## config.mk

```make
export PLATFORM = sky130hd
export DESIGN_NAME = jt6295_adpcm_tdm
export DESIGN_NICKNAME = d
export VERILOG_FILES = /design/src/rtl/jt6295_adpcm_tdm.sv
export SDC_FILE = /design/constraint.sdc
export NUM_CORES = 1
export LEC_CHECK = 0
export BUFFER_PORTS_ARGS = -buffer_cell sky130_fd_sc_hd__buf_2
export CAP_MARGIN = 20
export CORE_UTILIZATION = 59
export DETAILED_ROUTE_END_ITERATION = 10
export MAX_ROUTING_LAYER = met4
export PLACE_DENSITY = 0.76
export REMOVE_ABC_BUFFERS = 1
export SLEW_MARGIN = 20
export SYNTH_ARGS = -nofsm -noshare
export SYNTH_HDL_FRONTEND = slang
export SYNTH_SLANG_ARGS = --single-unit
```

## constraint.sdc

```tcl
create_clock -name clk -period 13 [get_ports clk]
set_clock_uncertainty 0.05 [all_clocks]
set_input_delay 2.6 -clock clk [delete_from_list [all_inputs] [get_ports clk]]
set_output_delay 2.6 -clock clk [all_outputs]
set_load 0.01 [all_outputs]
```

## src/rtl/jt6295_adpcm_tdm.sv

```systemverilog
// ---------------------------------------------------------------------------
// jt6295_adpcm_tdm
// Time-multiplexed OKI ADPCM decoder. One pipeline serves CHANNELS voices;
// each voice keeps its accumulator and step index in an internal state table.
//
// Ports
//   clk        system clock
//   rst_n      asynchronous reset, active low
//   cen        clock enable; all state advances only when high
//   in_valid   nibble request present
//   in_ready   request can be accepted (combinational, independent of cen)
//   in_ch      channel of the request; channels >= CHANNELS are swallowed
//   in_data    ADPCM nibble, [3] sign, [2:0] magnitude
//   in_att     attenuation code 0..15
//   in_start   clear channel accumulator/index before decoding this nibble
//   out_valid  one-cen-cycle pulse per decoded sample
//   out_ch     channel of out_sound
//   out_sound  signed attenuated sample, 12-bit value left-aligned
//
// Pipeline (one stage per cen cycle):
//   S1 request -> state read + step lookup -> S2 -> diff/index/saturate,
//   state writeback -> S3 -> attenuation -> S4 -> output registers.
// ---------------------------------------------------------------------------
module jt6295_adpcm_tdm #(
    parameter int CHANNELS = 4,
    parameter int CHW      = 2,
    parameter int OUT_W    = 12
) (
    input  logic             clk,
    input  logic             rst_n,
    input  logic             cen,
    input  logic             in_valid,
    output logic             in_ready,
    input  logic [CHW-1:0]   in_ch,
    input  logic [3:0]       in_data,
    input  logic [3:0]       in_att,
    input  logic             in_start,
    output logic             out_valid,
    output logic [CHW-1:0]   out_ch,
    output logic [OUT_W-1:0] out_sound
);

    // One bit per encodable channel index: set when the channel really exists.
    function automatic logic [2**CHW-1:0] build_ch_mask();
        logic [2**CHW-1:0] m;
        m = {(2**CHW){1'b0}};
        for (int i = 0; i < 2**CHW; i++) begin
            m[i] = (i < CHANNELS);
        end
        return m;
    endfunction

    localparam logic [2**CHW-1:0] CH_MASK = build_ch_mask();

    // 49-entry OKI step table.
    function automatic logic [10:0] step_lut(input logic [5:0] idx);
        logic [10:0] s;
        case (idx)
            6'd0:  s = 11'd16;   6'd1:  s = 11'd17;   6'd2:  s = 11'd19;   6'd3:  s = 11'd21;
            6'd4:  s = 11'd23;   6'd5:  s = 11'd25;   6'd6:  s = 11'd28;   6'd7:  s = 11'd31;
            6'd8:  s = 11'd34;   6'd9:  s = 11'd37;   6'd10: s = 11'd41;   6'd11: s = 11'd45;
            6'd12: s = 11'd50;   6'd13: s = 11'd55;   6'd14: s = 11'd60;   6'd15: s = 11'd66;
            6'd16: s = 11'd73;   6'd17: s = 11'd80;   6'd18: s = 11'd88;   6'd19: s = 11'd97;
            6'd20: s = 11'd107;  6'd21: s = 11'd118;  6'd22: s = 11'd130;  6'd23: s = 11'd143;
            6'd24: s = 11'd157;  6'd25: s = 11'd173;  6'd26: s = 11'd190;  6'd27: s = 11'd209;
            6'd28: s = 11'd230;  6'd29: s = 11'd253;  6'd30: s = 11'd279;  6'd31: s = 11'd307;
            6'd32: s = 11'd337;  6'd33: s = 11'd371;  6'd34: s = 11'd408;  6'd35: s = 11'd449;
            6'd36: s = 11'd494;  6'd37: s = 11'd544;  6'd38: s = 11'd598;  6'd39: s = 11'd658;
            6'd40: s = 11'd724;  6'd41: s = 11'd796;  6'd42: s = 11'd876;  6'd43: s = 11'd963;
            6'd44: s = 11'd1060; 6'd45: s = 11'd1166; 6'd46: s = 11'd1282; 6'd47: s = 11'd1411;
            6'd48: s = 11'd1552;
            default: s = 11'd16;
        endcase
        return s;
    endfunction

    // Attenuation gain in 1/32 units; codes 9..15 mute the voice.
    function automatic logic [5:0] gain_lut(input logic [3:0] att);
        logic [5:0] g;
        case (att)
            4'd0:    g = 6'd32;
            4'd1:    g = 6'd22;
            4'd2:    g = 6'd16;
            4'd3:    g = 6'd11;
            4'd4:    g = 6'd8;
            4'd5:    g = 6'd6;
            4'd6:    g = 6'd4;
            4'd7:    g = 6'd3;
            4'd8:    g = 6'd2;
            default: g = 6'd0;
        endcase
        return g;
    endfunction

    // Per-channel state table
    logic signed [11:0] acc_r [0:CHANNELS-1];
    logic [5:0]         idx_r [0:CHANNELS-1];

    // Stage registers
    logic               s1_v_r, s1_start_r;
    logic [CHW-1:0]     s1_ch_r;
    logic [3:0]         s1_d_r, s1_att_r;

    logic               s2_v_r;
    logic [CHW-1:0]     s2_ch_r;
    logic [3:0]         s2_d_r, s2_att_r;
    logic signed [11:0] s2_acc_r;
    logic [5:0]         s2_idx_r;
    logic [10:0]        s2_step_r;

    logic               s3_v_r;
    logic [CHW-1:0]     s3_ch_r;
    logic [3:0]         s3_att_r;
    logic signed [11:0] s3_acc_r;

    logic               s4_v_r;
    logic [CHW-1:0]     s4_ch_r;
    logic [OUT_W-1:0]   s4_snd_r;

    // Combinational stage logic
    logic               accept_s;
    logic signed [11:0] s1_acc_s;
    logic [5:0]         s1_idx_s;
    logic signed [11:0] rd_acc_s;
    logic [5:0]         rd_idx_s;
    logic [11:0]        diff_s;
    logic signed [6:0]  inc_s;
    logic signed [6:0]  nidx_s;
    logic signed [13:0] sum_s;
    logic signed [11:0] acc_new_s;
    logic [5:0]         idx_new_s;
    logic [5:0]         gain_s;
    logic signed [17:0] acc_ext_s;
    logic signed [17:0] gain_ext_s;
    logic signed [11:0] scaled_s;
    logic [OUT_W-1:0]   aligned_s;

    // A channel still in S1 or S2 has not written its state back yet, so a
    // new nibble for it must wait. Entries in S3 already wrote on the edge
    // that loaded them, so they never block.
    assign in_ready = !((s1_v_r && (s1_ch_r == in_ch)) || (s2_v_r && (s2_ch_r == in_ch)));
    assign accept_s = cen & in_valid & in_ready;

    // S1: fetch channel state (or a clean start) for the step lookup
    always_comb begin
        rd_acc_s = 12'sd0;
        rd_idx_s = 6'd0;
        for (int i = 0; i < CHANNELS; i++) begin
            rd_acc_s = (s1_ch_r == CHW'(i)) ? acc_r[i] : rd_acc_s;
            rd_idx_s = (s1_ch_r == CHW'(i)) ? idx_r[i] : rd_idx_s;
        end
        if (s1_start_r) begin
            s1_acc_s = 12'sd0;
            s1_idx_s = 6'd0;
        end else begin
            s1_acc_s = rd_acc_s;
            s1_idx_s = rd_idx_s;
        end
    end

    // S2: difference, next index, saturated accumulator and clamped index
    always_comb begin
        diff_s = 12'(s2_step_r >> 3)
               + (s2_d_r[2] ? {1'b0, s2_step_r}    : 12'd0)
               + (s2_d_r[1] ? 12'(s2_step_r >> 1)  : 12'd0)
               + (s2_d_r[0] ? 12'(s2_step_r >> 2)  : 12'd0);

        case (s2_d_r[1:0])
            2'd0:    inc_s = 7'sd2;
            2'd1:    inc_s = 7'sd4;
            2'd2:    inc_s = 7'sd6;
            2'd3:    inc_s = 7'sd8;
            default: inc_s = 7'sd2;
        endcase

        nidx_s = s2_d_r[2] ? ($signed({1'b0, s2_idx_r}) + inc_s)
                           : ($signed({1'b0, s2_idx_r}) - 7'sd1);

        if (nidx_s < 7'sd0) begin
            idx_new_s = 6'd0;
        end else if (nidx_s > 7'sd48) begin
            idx_new_s = 6'd48;
        end else begin
            idx_new_s = nidx_s[5:0];
        end

        // 14 bits hold acc +/- diff without wrap, so the clamp sees the true sum
        sum_s = s2_d_r[3] ? (14'(s2_acc_r) - $signed({2'b00, diff_s}))
                          : (14'(s2_acc_r) + $signed({2'b00, diff_s}));

        if (sum_s > 14'sd2047) begin
            acc_new_s = 12'sd2047;
        end else if (sum_s < -14'sd2048) begin
            acc_new_s = 12'sh800;
        end else begin
            acc_new_s = sum_s[11:0];
        end
    end

    // S3 -> S4: attenuate, arithmetic shift, left-align into OUT_W
    always_comb begin
        gain_s     = gain_lut(s3_att_r);
        acc_ext_s  = 18'(s3_acc_r);
        gain_ext_s = $signed({12'd0, gain_s});
        scaled_s   = 12'((acc_ext_s * gain_ext_s) >>> 5);
        aligned_s  = OUT_W'(scaled_s) <<< (OUT_W - 12);
    end

    // Pipeline stage registers; nonexistent channels never become valid
    always_ff @(posedge clk or negedge rst_n) begin
        if (!rst_n) begin
            s1_v_r     <= 1'b0;
            s1_start_r <= 1'b0;
            s1_ch_r    <= {CHW{1'b0}};
            s1_d_r     <= 4'd0;
            s1_att_r   <= 4'd0;
            s2_v_r     <= 1'b0;
            s2_ch_r    <= {CHW{1'b0}};
            s2_d_r     <= 4'd0;
            s2_att_r   <= 4'd0;
            s2_acc_r   <= 12'sd0;
            s2_idx_r   <= 6'd0;
            s2_step_r  <= 11'd0;
            s3_v_r     <= 1'b0;
            s3_ch_r    <= {CHW{1'b0}};
            s3_att_r   <= 4'd0;
            s3_acc_r   <= 12'sd0;
            s4_v_r     <= 1'b0;
            s4_ch_r    <= {CHW{1'b0}};
            s4_snd_r   <= {OUT_W{1'b0}};
        end else if (cen) begin
            s1_v_r     <= accept_s && CH_MASK[in_ch];
            s1_start_r <= in_start;
            s1_ch_r    <= in_ch;
            s1_d_r     <= in_data;
            s1_att_r   <= in_att;
            s2_v_r     <= s1_v_r;
            s2_ch_r    <= s1_ch_r;
            s2_d_r     <= s1_d_r;
            s2_att_r   <= s1_att_r;
            s2_acc_r   <= s1_acc_s;
            s2_idx_r   <= s1_idx_s;
            s2_step_r  <= step_lut(s1_idx_s);
            s3_v_r     <= s2_v_r;
            s3_ch_r    <= s2_ch_r;
            s3_att_r   <= s2_att_r;
            s3_acc_r   <= acc_new_s;
            s4_v_r     <= s3_v_r;
            s4_ch_r    <= s3_ch_r;
            s4_snd_r   <= aligned_s;
        end
    end

    // State table writeback on the edge that loads S3
    always_ff @(posedge clk or negedge rst_n) begin
        if (!rst_n) begin
            for (int i = 0; i < CHANNELS; i++) begin
                acc_r[i] <= 12'sd0;
                idx_r[i] <= 6'd0;
            end
        end else if (cen && s2_v_r) begin
            for (int i = 0; i < CHANNELS; i++) begin
                if (s2_ch_r == CHW'(i)) begin
                    acc_r[i] <= acc_new_s;
                    idx_r[i] <= idx_new_s;
                end
            end
        end
    end

    // Output registers; channel and sample hold between pulses
    always_ff @(posedge clk or negedge rst_n) begin
        if (!rst_n) begin
            out_valid <= 1'b0;
            out_ch    <= {CHW{1'b0}};
            out_sound <= {OUT_W{1'b0}};
        end else if (cen) begin
            out_valid <= s4_v_r;
            if (s4_v_r) begin
                out_ch    <= s4_ch_r;
                out_sound <= s4_snd_r;
            end
        end
    end

endmodule

```

* Yosys cells after proc, flatten, opt, wreduce, memory -nomap -nowiden
Memories as Yosys holds them, arrays and structs flattened. A register that Yosys moved wholly into a read port is not among the register bits.
Index checks and enable logic that the tools add are counted.
** Word-level totals
- Logic and storage cells :: 94
- Input bits :: 15
- Memories :: 2
- Bits in read-only memories :: 800
- Flip-flop bits (word level) :: 162
- Output and inout port bits :: 16
** Cells by class
- Equality and inequality tests :: 11
- Bitwise logic cells :: 2
- Multiplexer cells :: 22
- Add/subtract/negate cells :: 7
- Reductions and logical operators :: 15
- Order comparisons :: 5
- Multiply operators :: 1
** Memory list
- (no name shown) :: depth 64, width 11, rd ports 1, clocked after memory_dff 1, write ports 0, RTL line 58 : case (idx)
- (no name shown) :: depth 16, width 6, rd ports 1, clocked after memory_dff 0, write ports 0, RTL line 80 : case (att)
** Operator list (number)
- 12-bit 2-to-1 mux :: 7
- 6-bit 2-to-1 mux :: 7
- 7-bit case mux with 4 select lines :: 1
- 12-bit by 7-bit multiplier with 17-bit output :: 1
- 12-bit by 13-bit adder with 14-bit output :: 1
- 14-bit by 12-bit > comparator with 1-bit output, second input constant :: 1
- 14-bit by 12-bit less-than comparator with 1-bit output, second input constant :: 1
- 14-bit 2-to-1 mux :: 1
- 12-bit by 13-bit subtractor with 14-bit output :: 1
- 12-bit by 10-bit adder with 12-bit output :: 1
- 12-bit by 9-bit adder with 12-bit output :: 1
- 8-bit by 11-bit adder with 12-bit output :: 1
- 2-bit == test, second input constant :: 6
- 11-bit 2-to-1 mux :: 1
- 10-bit 2-to-1 mux :: 1
- 2-bit AND reduction :: 5
- 9-bit 2-to-1 mux :: 1
- 7-bit adder :: 1
- 7-bit > comparator, second input constant :: 1
- 7-bit by 1-bit less-than comparator with 1-bit output, second input constant :: 1
- 7-bit 2-to-1 mux :: 1
- 6-bit by 1-bit subtractor with 7-bit output, second input constant :: 1
- 2-bit by 1-bit == test with 1-bit output, second input constant :: 3
- 2-bit zero test :: 3
- 8 further kinds :: 14

* Logic depth before layout (Yosys ltp)
Gate-level depths: netlist of the first run.
- Depth in word-level cells :: 9
- Mapped depth :: 27
- Depth with buffers taken out :: 23

* Worst setup path before layout of the first run
OpenSTA, ideal clock, no wires.
- Kind :: reg-to-reg
- Start point :: register s2_d_r[2]
- End point :: register acc_r[16] (netlist name)
- Data required time :: 12804 ps
- Buffers on the path :: 2
- Arrival time :: 5859 ps
- Setup slack :: 6945 ps
- Cell stages (with the launch flop) :: 25
- Path through :: dfrtp_1 > clkbuf_1 > clkbuf_1 > nand2_1 > fa_1 > fa_1 > inv_1 > ha_1 > fa_1 > a21oi_1 > o21bai_1 > xor2_1 > nor4bb_1 > a31oi_1 > o21bai_1 > a21oi_1 > xnor2_1 > ha_1 > nand2_1 > a21boi_1 > a211oi_1 > xor2_1 > xnor2_2 > o21ai_0 > o211ai_1
** On the way
- Longest elaborated chain between the ends :: 9
** Ends and longest elaborated chain
- start: declaration :: RTL line 106 : logic [3:0] s2_d_r, s2_att_r;
- start signal: assignment :: RTL line 239 : s2_d_r <= s1_d_r;
- 11-bit 2-to-1 mux * :: RTL line 164 : + (s2_d_r[2] ? {1'b0, s2_step_r} : 12'd0)
- 8-bit by 11-bit adder with 12-bit output * :: RTL line 164
- 12-bit by 10-bit adder with 12-bit output * :: RTL line 165 : + (s2_d_r[1] ? 12'(s2_step_r >> 1) : 12'd0)
- 12-bit by 9-bit adder with 12-bit output * :: RTL line 166 : + (s2_d_r[0] ? 12'(s2_step_r >> 2) : 12'd0);
- 12-bit by 13-bit adder with 14-bit output or 12-bit by 13-bit subtractor with 14-bit output (tied branches) :: RTL line 189, 188
- 14-bit 2-to-1 mux * :: RTL line 188 : sum_s = s2_d_r[3] ? (14'(s2_acc_r) - $signed({2'b00, diff_s}))
- 14-bit by 12-bit less-than comparator with 1-bit output :: RTL line 193 : end else if (sum_s < -14'sd2048) begin
- 12-bit 2-to-1 mux :: RTL line 193
- 12-bit 2-to-1 mux * :: RTL line 191 : if (sum_s > 14'sd2047) begin
- end signal: indexed assignment :: RTL line 264 : acc_r[i] <= acc_new_s;
- end: declaration :: RTL line 96 : logic signed [11:0] acc_r [0:CHANNELS-1];
Mark *: on every way between the ends. The rest lies on a longest branch, timed or not.
A chain may end at the register's enable or synchronous reset.

* Worst setup path after layout of the first run
- Start point :: register s2_d_r[2]
- End point :: register acc_r[2] (netlist name)
Same word-level chain as after synthesis.

==> flow_summary_export.csv, run 1 <==
group,metric,value,unit
outcome,status,"completed",
sta,fin_ws,6191,ps
floorplanning,die_h,147.5,um
critical_path,path_max_fanout,26,
floorplanning,start_util,60.93,%
route,vias_per_cell,5.963,
critical_path,r2r_start,"s2_d_r[2]",
final_layout,final_common_cell,"nand2_1",
route,drt_wl_total,27.32,mm
floorplanning,die-width,147.5,um
sta,period_minus_slack,6809,ps
hold_path,hold_class,"reg2reg",
floorplanning,ios,31,
route,drc,0,
final_layout,layout-drive-gt1-share,13.20,%
final_layout,fin_nets,1428,
critical_path,crit_arrival,7040,ps
clocking,cts_hold_buf,0,
sta,final_max_slew_viol_count,0,
pwr,power,3.358,mW
floorplanning,core,20490,um2
logic_synthesis,postSynthCellCount,1282,
pwr,p_per_area,250.6,nW/um2
placement,dp_slack,6294,ps
critical_path,end_kind,"flop",
critical_path,cp-start-kind,"flop",
placement,postPlaceCellArea,12790,um2
clocking,cts_tree,"done",
critical_path,crit_type,"reg2reg",
sta,hold_ws,430.8,ps
logic_synthesis,synth-edff-count,0,
final_layout,final_cell_mix,"nand2_1 (181), dfrtp_1 (173), inv_1 (99)",
logic_synthesis,yosysWarningCount,0,
route,ant_nets,0,
sta,worst_pin_slew,944.7,ps
sta,setup_viol,0,
global_route,track_usage,27.51,%
global_route,grt_max_degree,74,
sta,hold_viol_final,0,
sta,max-slew-margin-rel,35.22,%
clocking,path_clk_slew,70,ps
critical_path,rr_worst_depth,24,
global_route,grt_pass1_wl,46.20,mm
route,drt_first_pass_iters,5,
pwr,swShare,45.60,%
pwr,power.switching,1.531,mW
logic_synthesis,syn_area,12490,um2
route,avgRoutedWirePerCell,17.53,um
final_layout,final_area,13400,um2
pwr,p_leak,6.389,nW
logic_synthesis,ys_async_sr_fraction,100.0,%
critical_path,critical_path.endpoint,"acc_r[2]",
pwr,vdd_ir_drop_max,0.0001378,V
sta,fmax,0.1469,GHz
global_route,antenna_found_initial,0,
final_layout,syn_to_final_growth,7.305,%
route,vias,9290,
final_layout,insertedDiodeCount,0,
final_layout,fin_util,65.38,%
sta,rsz0062_at_grt,"false",
placement,placedCellCount,1526,
placement,io_buffers,30,
critical_path,reg2reg_slack,6190,ps
floorplanning,rows,52,
logic_synthesis,synth_ff_type,"dfrtp_1",
logic_synthesis,yosys_register_bits,173,
flow_run,cap_violations,0,
clocking,htreeDepth,4,
clocking,cts_num_sinks,173,
logic_synthesis,yosysSeqAreaShare,34.67,%
sta,fin_crit_sh,52.38,%
global_route,grt_pass1_vias,9121,
pwr,seq_power_share,26.8,%
clocking,insertion_delay,430,ps
logic_synthesis,avgSynthCellArea,9.740,um2
critical_path,cp-startpoint,"s2_d_r[2]",
placement,dpl.hpwl,19.25,mm
sta,fin_tns_setup,0,ps
floorplanning,die_area,21750,um2
clocking,clockBufferDepth,2,
route,drt-initial-drc-count,616,
placement,routabilityCongestion,0.9428,
final_layout,fin_cells,1558,
hold_path,min_path_cells,2,
critical_path,timing.rr.end,"acc_r[2]",
pwr,p_comb_share,57.4,%
clocking,cts_made_buffers,17,
clocking,postCtsSetupRepairBufs,0,
critical_path,required,13230,ps
clocking,post_cts_resized,0,
pwr,p_int,1.826,mW
pwr,pwr-share-clk,15.8,%
global_route,grt-ovfl-total,0,
clocking,cts-root-buf,"clkbuf_16",
logic_synthesis,synth_cell_types,74,
sequential cells by signal (all words and copies together), names as in the netlist, 6 cells and up:
register   count
acc_r         48
idx_r         24
out_sound     12
s2_acc_r      12
s3_acc_r      12
s4_snd_r      12
s2_step_r     11
s2_idx_r       6
worst max-delay path: stages, from the launching register on:
cell and delay [ps]:
dfrtp_1 800, nand2_1 160, fa_1 520, fa_1 540
inv_1 40, ha_1 220, fa_1 410, a21oi_1 240
o21bai_1 100, xor2_1 180, nor4bb_1 380, a31oi_1 170
o21bai_1 210, a21oi_1 160, xnor2_1 140, ha_1 290
nand3_1 110, nor2b_1 60, a21boi_1 370, a211oi_1 160
xor2_1 200, xnor2_2 150, buf_4 240, o21ai_0 550
o211ai_1 190
final cells by class:
cell class / instances / area [um2]
inverter: 99 / 371.6
tap: 270 / 337.8
clock inverter: 14 / 177.7
timing repair buffer: 43 / 256.5
clock buffer: 18 / 429.2
sequential: 173 / 4329
fill: 1647 / 7096
multi-input combinational: 941 / 7497
logic make-up after synthesis:
family	count (synthesis)	synth area share (%)
xor gates and xnor gates	54	3.848
DFF	173	34.67
adders and majority gates	138	17.68
muxes	81	8.738
and+or+nand+nor	393	15.07
AOI/OAI and AO/OA	275	14.69
buffers and inverters	168	5.311
power by group through the flow:
stage	sequential [mW]	clock (mW)	combinational (mW)
2_1_floorplan	0.864	0	1.46
3_5_place_dp	0.905	0	1.90
4_1_cts	0.896	0.540	1.93
3_3_place_gp	0.895	0	1.85
5_1_grt	0.924	0.562	2.17
6_report	0.898	0.532	1.93
Yosys cell counts (4+ instances only):
cell / n / area (um2)
nand2b_1: 11 / 68.82
nor3_1: 14 / 70.07
o211ai_1: 43 / 322.8
ha_1: 74 / 925.9
a31oi_1: 17 / 106.4
nand2_1: 181 / 679.4
o21a_1: 7 / 52.55
a21oi_1: 39 / 195.2
a22oi_1: 4 / 30.03
a211oi_1: 9 / 67.56
mux2i_1: 10 / 100.1
nand3_1: 20 / 100.1
o2bb2ai_1: 13 / 113.9
xnor2_1: 31 / 271.5
dfrtp_1: 173 / 4329
o22ai_1: 5 / 31.28
or3_1: 6 / 37.54
xor2_1: 22 / 192.7
mux4_2: 17 / 382.9
nor2b_1: 14 / 87.58
mux2_2: 54 / 608.1
fa_1: 64 / 1281
o211ai_2: 7 / 87.58
and2_1: 29 / 181.4
nand3b_1: 4 / 30.03
nor2_1: 65 / 244.0
o31ai_1: 8 / 60.06
buf_2: 5 / 25.02
o21ai_0: 85 / 425.4
and3_1: 27 / 168.9
a21o_1: 9 / 67.56
inv_1: 99 / 371.6
clkbuf_1: 57 / 214.0
routing by layer:
metal  vias to the layer above  wire length (um)  track usage (%)
li1                       4433                 -                -
met5                         -                 0                -
met4                         0               298            6.959
met2                       256             13050            43.11
met1                      4572             12700            37.90
met3                        29              1269            3.920
how the worst min path moves through the flow:
| stage | start | slack [ps] | endpoint |
|---|---|---|---|
| 2_1_floorplan | acc_r[23] | 390 | acc_r[23] |
| 3_3_place_gp | idx_r[1] | 410 | idx_r[1] |
| 3_5_place_dp | idx_r[7] | 420 | idx_r[7] |
| 4_1_cts | idx_r[7] | 430 | idx_r[7] |
| 5_1_grt | acc_r[29] | 460 | acc_r[29] |
| 6_report | idx_r[10] | 430 | idx_r[10] |
Note: power is estimated with default switching activity, not from simulation.
==> run 2: changes to the inputs <==
--- a/config.mk
+++ b/config.mk
@@ -5,6 +5,7 @@
 export SDC_FILE = /design/constraint.sdc
 export NUM_CORES = 1
 export LEC_CHECK = 0
+export ABC_AREA = 1
 export BUFFER_PORTS_ARGS = -buffer_cell sky130_fd_sc_hd__buf_2
 export CAP_MARGIN = 20
 export CORE_UTILIZATION = 59
==> constraint.sdc (replaced) <==
create_clock -name clk -period 7.1 [get_ports clk]
set_clock_uncertainty 0.05 [all_clocks]
set_input_delay 1.42 -clock clk [delete_from_list [all_inputs] [get_ports clk]]
set_output_delay 1.42 -clock clk [all_outputs]
set_load 0.01 [all_outputs]
==> run 2 against run 1 <==
Clock power up 84%. Die area up 2.2%. Core utilization down 0.86 points. Synthesized cell count up 28%. Cell count up 24%. Total power up 100%. Critical path type unchanged. Critical endpoint is now acc_r[24]. Largest power group unchanged.
==> flow_summary_export.csv, run 2 <==
group,metric,value,unit
floorplanning,core,21090,um2
clocking,postCtsSetupRepairBufs,0,
logic_synthesis,yosysSeqAreaShare,33.90,%
pwr,p_int,3.355,mW
global_route,track_usage,30.35,%
hold_path,hold_class,"reg2reg",
pwr,p_leak,7.330,nW
clocking,insertion_delay,430,ps
placement,dpl.hpwl,21.84,mm
sta,hold_viol_final,0,
clocking,post_cts_resized,0,
global_route,grt-ovfl-total,0,
logic_synthesis,syn_area,12770,um2
floorplanning,rows,53,
outcome,status,"completed",
logic_synthesis,synth_ff_type,"dfrtp_1",
floorplanning,start_util,60.56,%
pwr,p_per_area,494.2,nW/um2
clocking,cts_hold_buf,0,
sta,fmax,0.1630,GHz
critical_path,cpMostUsedCell,"nand2_1",
clocking,cts_tree,"done",
pwr,vdd_ir_drop_max,0.0002641,V
clocking,path_clk_slew,70,ps
clocking,cts_made_buffers,17,
route,drt_wl_total,30.32,mm
placement,dp_slack,1089,ps
route,drc,0,
pwr,p_comb_share,61.5,%
logic_synthesis,yosysWarningCount,0,
clocking,cts_num_sinks,173,
route,avgRoutedWirePerCell,15.74,um
final_layout,fin_nets,1791,
critical_path,crit_type,"reg2reg",
sta,final_max_slew_viol_count,0,
final_layout,largest_reg_flops,48,
flow_run,cap_violations,0,
sta,period_minus_slack,6134,ps
final_layout,syn_to_final_growth,6.545,%
logic_synthesis,yosys-top-cells-area,"dfrtp_1 (34%), nand2_1 (15%), fa_1 (10%)",
pwr,power.switching,3.368,mW
sta,fin_crit_sh,86.40,%
final_layout,reg_top3,"acc_r x48, idx_r x24",
route,drt-initial-drc-count,803,
placement,placedCellCount,1894,
global_route,grt_pass1_vias,10293,
route,vias_per_cell,5.550,
floorplanning,die_h,149.1,um
logic_synthesis,avgSynthCellArea,7.801,um2
pwr,seq_power_share,23.9,%
critical_path,critical-path-slowest-cell,"dfrtp_1",
final_layout,insertedDiodeCount,0,
sta,worst_pin_slew,995.2,ps
global_route,grt_pass1_wl,51.47,mm
final_layout,layout-drive-gt1-share,7.874,%
floorplanning,die_area,22240,um2
logic_synthesis,synth_top_area_share,33.90,%
sta,fin_tns_setup,0,ps
critical_path,path_max_fanout,19,
sta,setup_viol,0,
critical_path,cp-start-kind,"flop",
clocking,cts-root-buf,"clkbuf_16",
clocking,clockBufferDepth,2,
sta,fin_ws,965.7,ps
logic_synthesis,postSynthCellCount,1637,
logic_synthesis,ys_async_sr_fraction,100.0,%
floorplanning,die-width,149.1,um
pwr,swShare,50.10,%
pwr,pwr-share-clk,14.6,%
sta,rsz0062_at_grt,"false",
placement,io_buffers,30,
logic_synthesis,yosys.area.top_type,"dfrtp_1",
floorplanning,ios,31,
logic_synthesis,synth-edff-count,0,
route,drt_first_pass_iters,5,
final_layout,fin_cells,1926,
global_route,antenna_found_initial,0,
final_layout,final_cell_mix,"nand2_1 (508), inv_1 (224), dfrtp_1 (173)",
critical_path,end_kind,"flop",
final_layout,regMostFlops,"acc_r",
logic_synthesis,synth.most_common_cell,"nand2_1",
critical_path,required,7360,ps
critical_path,cp_slowest_stage_delay,770,ps
global_route,grt_max_degree,110,
logic_synthesis,synth_common_cells,"nand2_1 (508), inv_1 (224), dfrtp_1 (173)",
placement,routabilityCongestion,0.9156,
route,vias,10690,
route,ant_nets,0,
clocking,htreeDepth,4,
final_layout,final_common_cell,"nand2_1",
sta,max-slew-margin-rel,33.66,%
logic_synthesis,synth_cell_types,59,
logic_synthesis,yosys_register_bits,173,
critical_path,crit_arrival,6390,ps
run 2: cells by family after synthesis:
| logic type | after synthesis | synth area share [%] |
|---|---|---|
| xor+xnor | 36 | 2.469 |
| compound gates | 236 | 11.12 |
| buf+inv | 288 | 9.583 |
| simple gates | 757 | 24.85 |
| mux | 9 | 0.7937 |
| flops | 173 | 33.90 |
| fa+ha+maj | 138 | 17.28 |
run 2: critical path: cells and delay by family (launching register included):
family                     cells  cell delay [ps]
DFF                            1              770
and+or+nand+nor               14             2070
AOI/OAI and AO/OA              3              380
adders and majority gates      5             2130
xor gates and xnor gates       2              350
buffers and inverters          4              250
run 2: cell type report:
| type | instances | area [um2] |
|---|---|---|
| clock buffer | 19 | 452.9 |
| clock inverter | 13 | 151.4 |
| fill | 1827 | 7482 |
| inverter | 231 | 869.6 |
| multi-input combinational | 1176 | 7232 |
| sequential | 173 | 4329 |
| tap | 275 | 344.1 |
| timing repair buffer | 39 | 226.5 |
run 2: metal layers:
metal / routed length [um] / vias to the layer above / track usage (%)
met5: 0 / - / -
met2: 13210 / 385 / 44.00
met4: 599 / 0 / 9.082
li1: - / 5190 / -
met3: 2218 / 46 / 4.954
met1: 14300 / 5069 / 43.70
run 2: power by group through the flow:
stage                     combinational (mW)  clock (mW)  sequential [mW]
after floorplan                         3.13           0             1.56
after detailed placement                4.07           0             1.61
after CTS                               4.12       0.988             1.60
final                                   4.14       0.979             1.61
after global placement                  4.01           0             1.60
after global routing                    4.71        1.03             1.65
run 2: final timing paths:
path	start	to	slack (ps)	cells past startpoint
max	s2_d_r[2]	acc_r[24]	970	28
min	s1_att_r[3]	s1_att_r[3]	430	2
max reg2reg	s2_d_r[2]	acc_r[24]	970	28
min reg2reg	s1_att_r[3]	s1_att_r[3]	430	2
max in group asynchronous	rst_n	s4_snd_r[0]	4620	2
min in group asynchronous	rst_n	s1_d_r[3]	1020	1
run 2: per-stage QoR:
step / total power [mW] / hold WS, ps / instance area [um2] / utilization, %
final: 6.723 / 426.2 / 13610 / 64.52
after global routing: 7.386 / 447.4 / 13610 / 64.52
after CTS: 6.712 / 427.0 / 13600 / 64.51
after detailed placement: 5.680 / 408.9 / 13000 / 61.64
after global placement: 5.615 / 402.6 / 13000 / 61.64
after floorplan: 4.686 / 392.2 / 12420 / -
==> run 3: changes to the inputs <==
--- a/config.mk
+++ b/config.mk
@@ -8,6 +8,7 @@
 export ABC_AREA = 1
 export BUFFER_PORTS_ARGS = -buffer_cell sky130_fd_sc_hd__buf_2
 export CAP_MARGIN = 20
+export CORE_ASPECT_RATIO = 0.7
 export CORE_UTILIZATION = 59
 export DETAILED_ROUTE_END_ITERATION = 10
 export MAX_ROUTING_LAYER = met4
==> constraint.sdc (replaced) <==
create_clock -name clk -period 7.49 [get_ports clk]
set_clock_uncertainty 0.05 [all_clocks]
set_input_delay 1.498 -clock clk [delete_from_list [all_inputs] [get_ports clk]]
set_output_delay 1.498 -clock clk [all_outputs]
set_load 0.01 [all_outputs]
==> run 3 against run 2 <==
Fmax grew 1.5%. Non-clock buffer count rose by 2. Total power shrank 6.5%. Wire length is 2.8% higher. First-iteration DRC count up 30%. Clock-buffer cell count is 1 lower. Combinational power fell by 5.6%. Clock power down 12%.
==> flow_summary_export.csv, run 3 (synthesis results as in run 2) <==
group,metric,value,unit
outcome,status,"completed",
critical_path,reg2reg_slack,1450,ps
clocking,cts_made_buffers,17,
critical_path,cp_slowest_stage_delay,780,ps
clocking,cts-root-buf,"clkbuf_16",
sta,fmax,0.1655,GHz
global_route,track_usage,31.01,%
final_layout,insertedDiodeCount,0,
final_layout,final_area,13570,um2
pwr,p_int,3.127,mW
pwr,pwr-share-clk,13.6,%
route,ant_nets,0,
pwr,p_comb_share,62.2,%
hold_path,min_path_cells,2,
critical_path,rr_worst_depth,28,
route,vias_per_cell,5.615,
sta,max-slew-margin-rel,31.37,%
critical_path,r2r_start,"s2_d_r[2]",
pwr,swShare,50.25,%
sta,fin_tns_setup,0,ps
global_route,grt_pass1_vias,10460,
critical_path,critical-path-slowest-cell,"dfrtp_1",
final_layout,syn_to_final_growth,6.281,%
critical_path,required,7760,ps
floorplanning,die_h,125.1,um
critical_path,path_max_fanout,19,
route,avgRoutedWirePerCell,16.17,um
placement,placedCellCount,1897,
route,drt-initial-drc-count,1047,
clocking,postCtsSetupRepairBufs,0,
hold_path,min_from,"out_valid",
floorplanning,die_area,22250,um2
route,drc,0,
clocking,cts_tree,"done",
pwr,power,6.285,mW
placement,dp_slack,1566,ps
floorplanning,ios,31,
critical_path,crit_type,"reg2reg",
pwr,power.switching,3.159,mW
clocking,path_clk_slew,70,ps
pwr,seq_power_share,24.2,%
clocking,cts_num_sinks,173,
hold_path,hold_class,"reg2reg",
route,drt_wl_total,31.17,mm
clocking,htreeDepth,4,
global_route,antenna_found_initial,0,
final_layout,ff_latch_area,4329,um2
sta,hold_viol_final,0,
final_layout,final_cell_mix,"nand2_1 (508), inv_1 (224), dfrtp_1 (173)",
final_layout,final_common_cell,"nand2_1",
floorplanning,die-width,177.8,um
placement,postPlaceCellArea,13020,um2
sta,final_max_slew_viol_count,0,
hold_path,whs_endpoint,"out_valid",
placement,dpl.hpwl,23.15,mm
floorplanning,rows,44,
route,vias,10826,
final_layout,fin_nets,1793,
sta,fin_ws,1446,ps
sta,fin_crit_sh,80.69,%
critical_path,timing.rr.end,"acc_r[12]",
clocking,post_cts_resized,0,
sta,period_minus_slack,6044,ps
final_layout,regMostFlops,"acc_r",
sta,setup_viol,0,
clocking,cts_hold_buf,0,
sta,rsz0062_at_grt,"false",
clocking,insertion_delay,440,ps
critical_path,end_kind,"flop",
final_layout,largest_reg_flops,48,
final_layout,multiInputGateArea,7232,um2
placement,routabilityCongestion,1.002,
final_layout,fin_cells,1928,
pwr,p_leak,7.327,nW
final_layout,nFillCells,1784,
sta,hold_ws,419.2,ps
clocking,clockBufferDepth,2,
pwr,vdd_ir_drop_max,0.0002405,V
global_route,grt-ovfl-total,0,
placement,io_buffers,30,
sta,worst_pin_slew,1026,ps
critical_path,cpMostUsedCell,"nand2_1",
critical_path,crit_arrival,6310,ps
floorplanning,core,20980,um2
final_layout,reg_top3,"acc_r x48, idx_r x24",
route,drt_first_pass_iters,6,
final_layout,fin_util,64.70,%
flow_run,cap_violations,0,
global_route,grt_pass1_wl,52.91,mm
floorplanning,start_util,60.88,%
critical_path,cp-start-kind,"flop",
final_layout,layout-drive-gt1-share,7.930,%
pwr,p_per_area,463.1,nW/um2
global_route,grt_max_degree,107,
## run 3: cell types whose count changed in the layout (fill, tap and decap cells not counted)
cell	previous run	this run
clkinv_4	2	3
buf_4	9	11
buf_6	0	1
inv_6	5	3
clkbuf_8	3	1
bufinv_16	2	1
clkinv_2	0	4
clkinvlp_4	4	2
## run 3: worst max-delay path: cells and delay by family, from the launching register on
kind	cells	cell delay [ps]
AO/OA/AOI/OAI	3	400
flip-flops	1	780
buffers and inverters	4	270
XOR/XNOR	2	340
adder cells (fa/ha/maj)	5	2110
AND/OR/NAND/NOR	14	1950
## run 3: how the worst max path moves through the flow
stage / start / end / cells after the start
global placement: s2_d_r[2] / s3_acc_r[3] / 27
detailed placement: s2_d_r[2] / acc_r[24] / 28
global route: s2_d_r[2] / acc_r[16] / 29
finish: s2_d_r[2] / acc_r[12] / 28
CTS: s2_d_r[2] / acc_r[12] / 28
floorplan: s2_d_r[2] / acc_r[12] / 28
## run 3: area by class of cell
| cell class | count | area share [%] |
|---|---|---|
| Inverter | 231 | 6.407 |
| Tap cell | 276 | 2.544 |
| Clock inverter | 13 | 0.8666 |
| Sequential cell | 173 | 31.90 |
| Clock buffer | 18 | 3.236 |
| Multi-Input combinational cell | 1176 | 53.29 |
| Timing Repair Buffer | 41 | 1.761 |
## run 3: per-layer routing
layer / track usage, % / part of all wire, % / up-vias
li1: - / - / 5199
met1: 47.97 / 50 / 5123
met2: 41.18 / 40 / 471
met3: 6.965 / 9.3 / 33
met4: 5.983 / 1.1 / 0
met5: - / 0 / -
## run 3: power groups by stage
| stage | combinational [mW] | sequential, mW | clock, mW |
|---|---|---|---|
| CTS | 3.87 | 1.51 | 0.864 |
| global route | 4.42 | 1.56 | 0.905 |
| global placement | 3.76 | 1.51 | 0 |
| finish | 3.91 | 1.52 | 0.858 |
| detailed placement | 3.83 | 1.52 | 0 |
| floorplan | 2.97 | 1.47 | 0 |
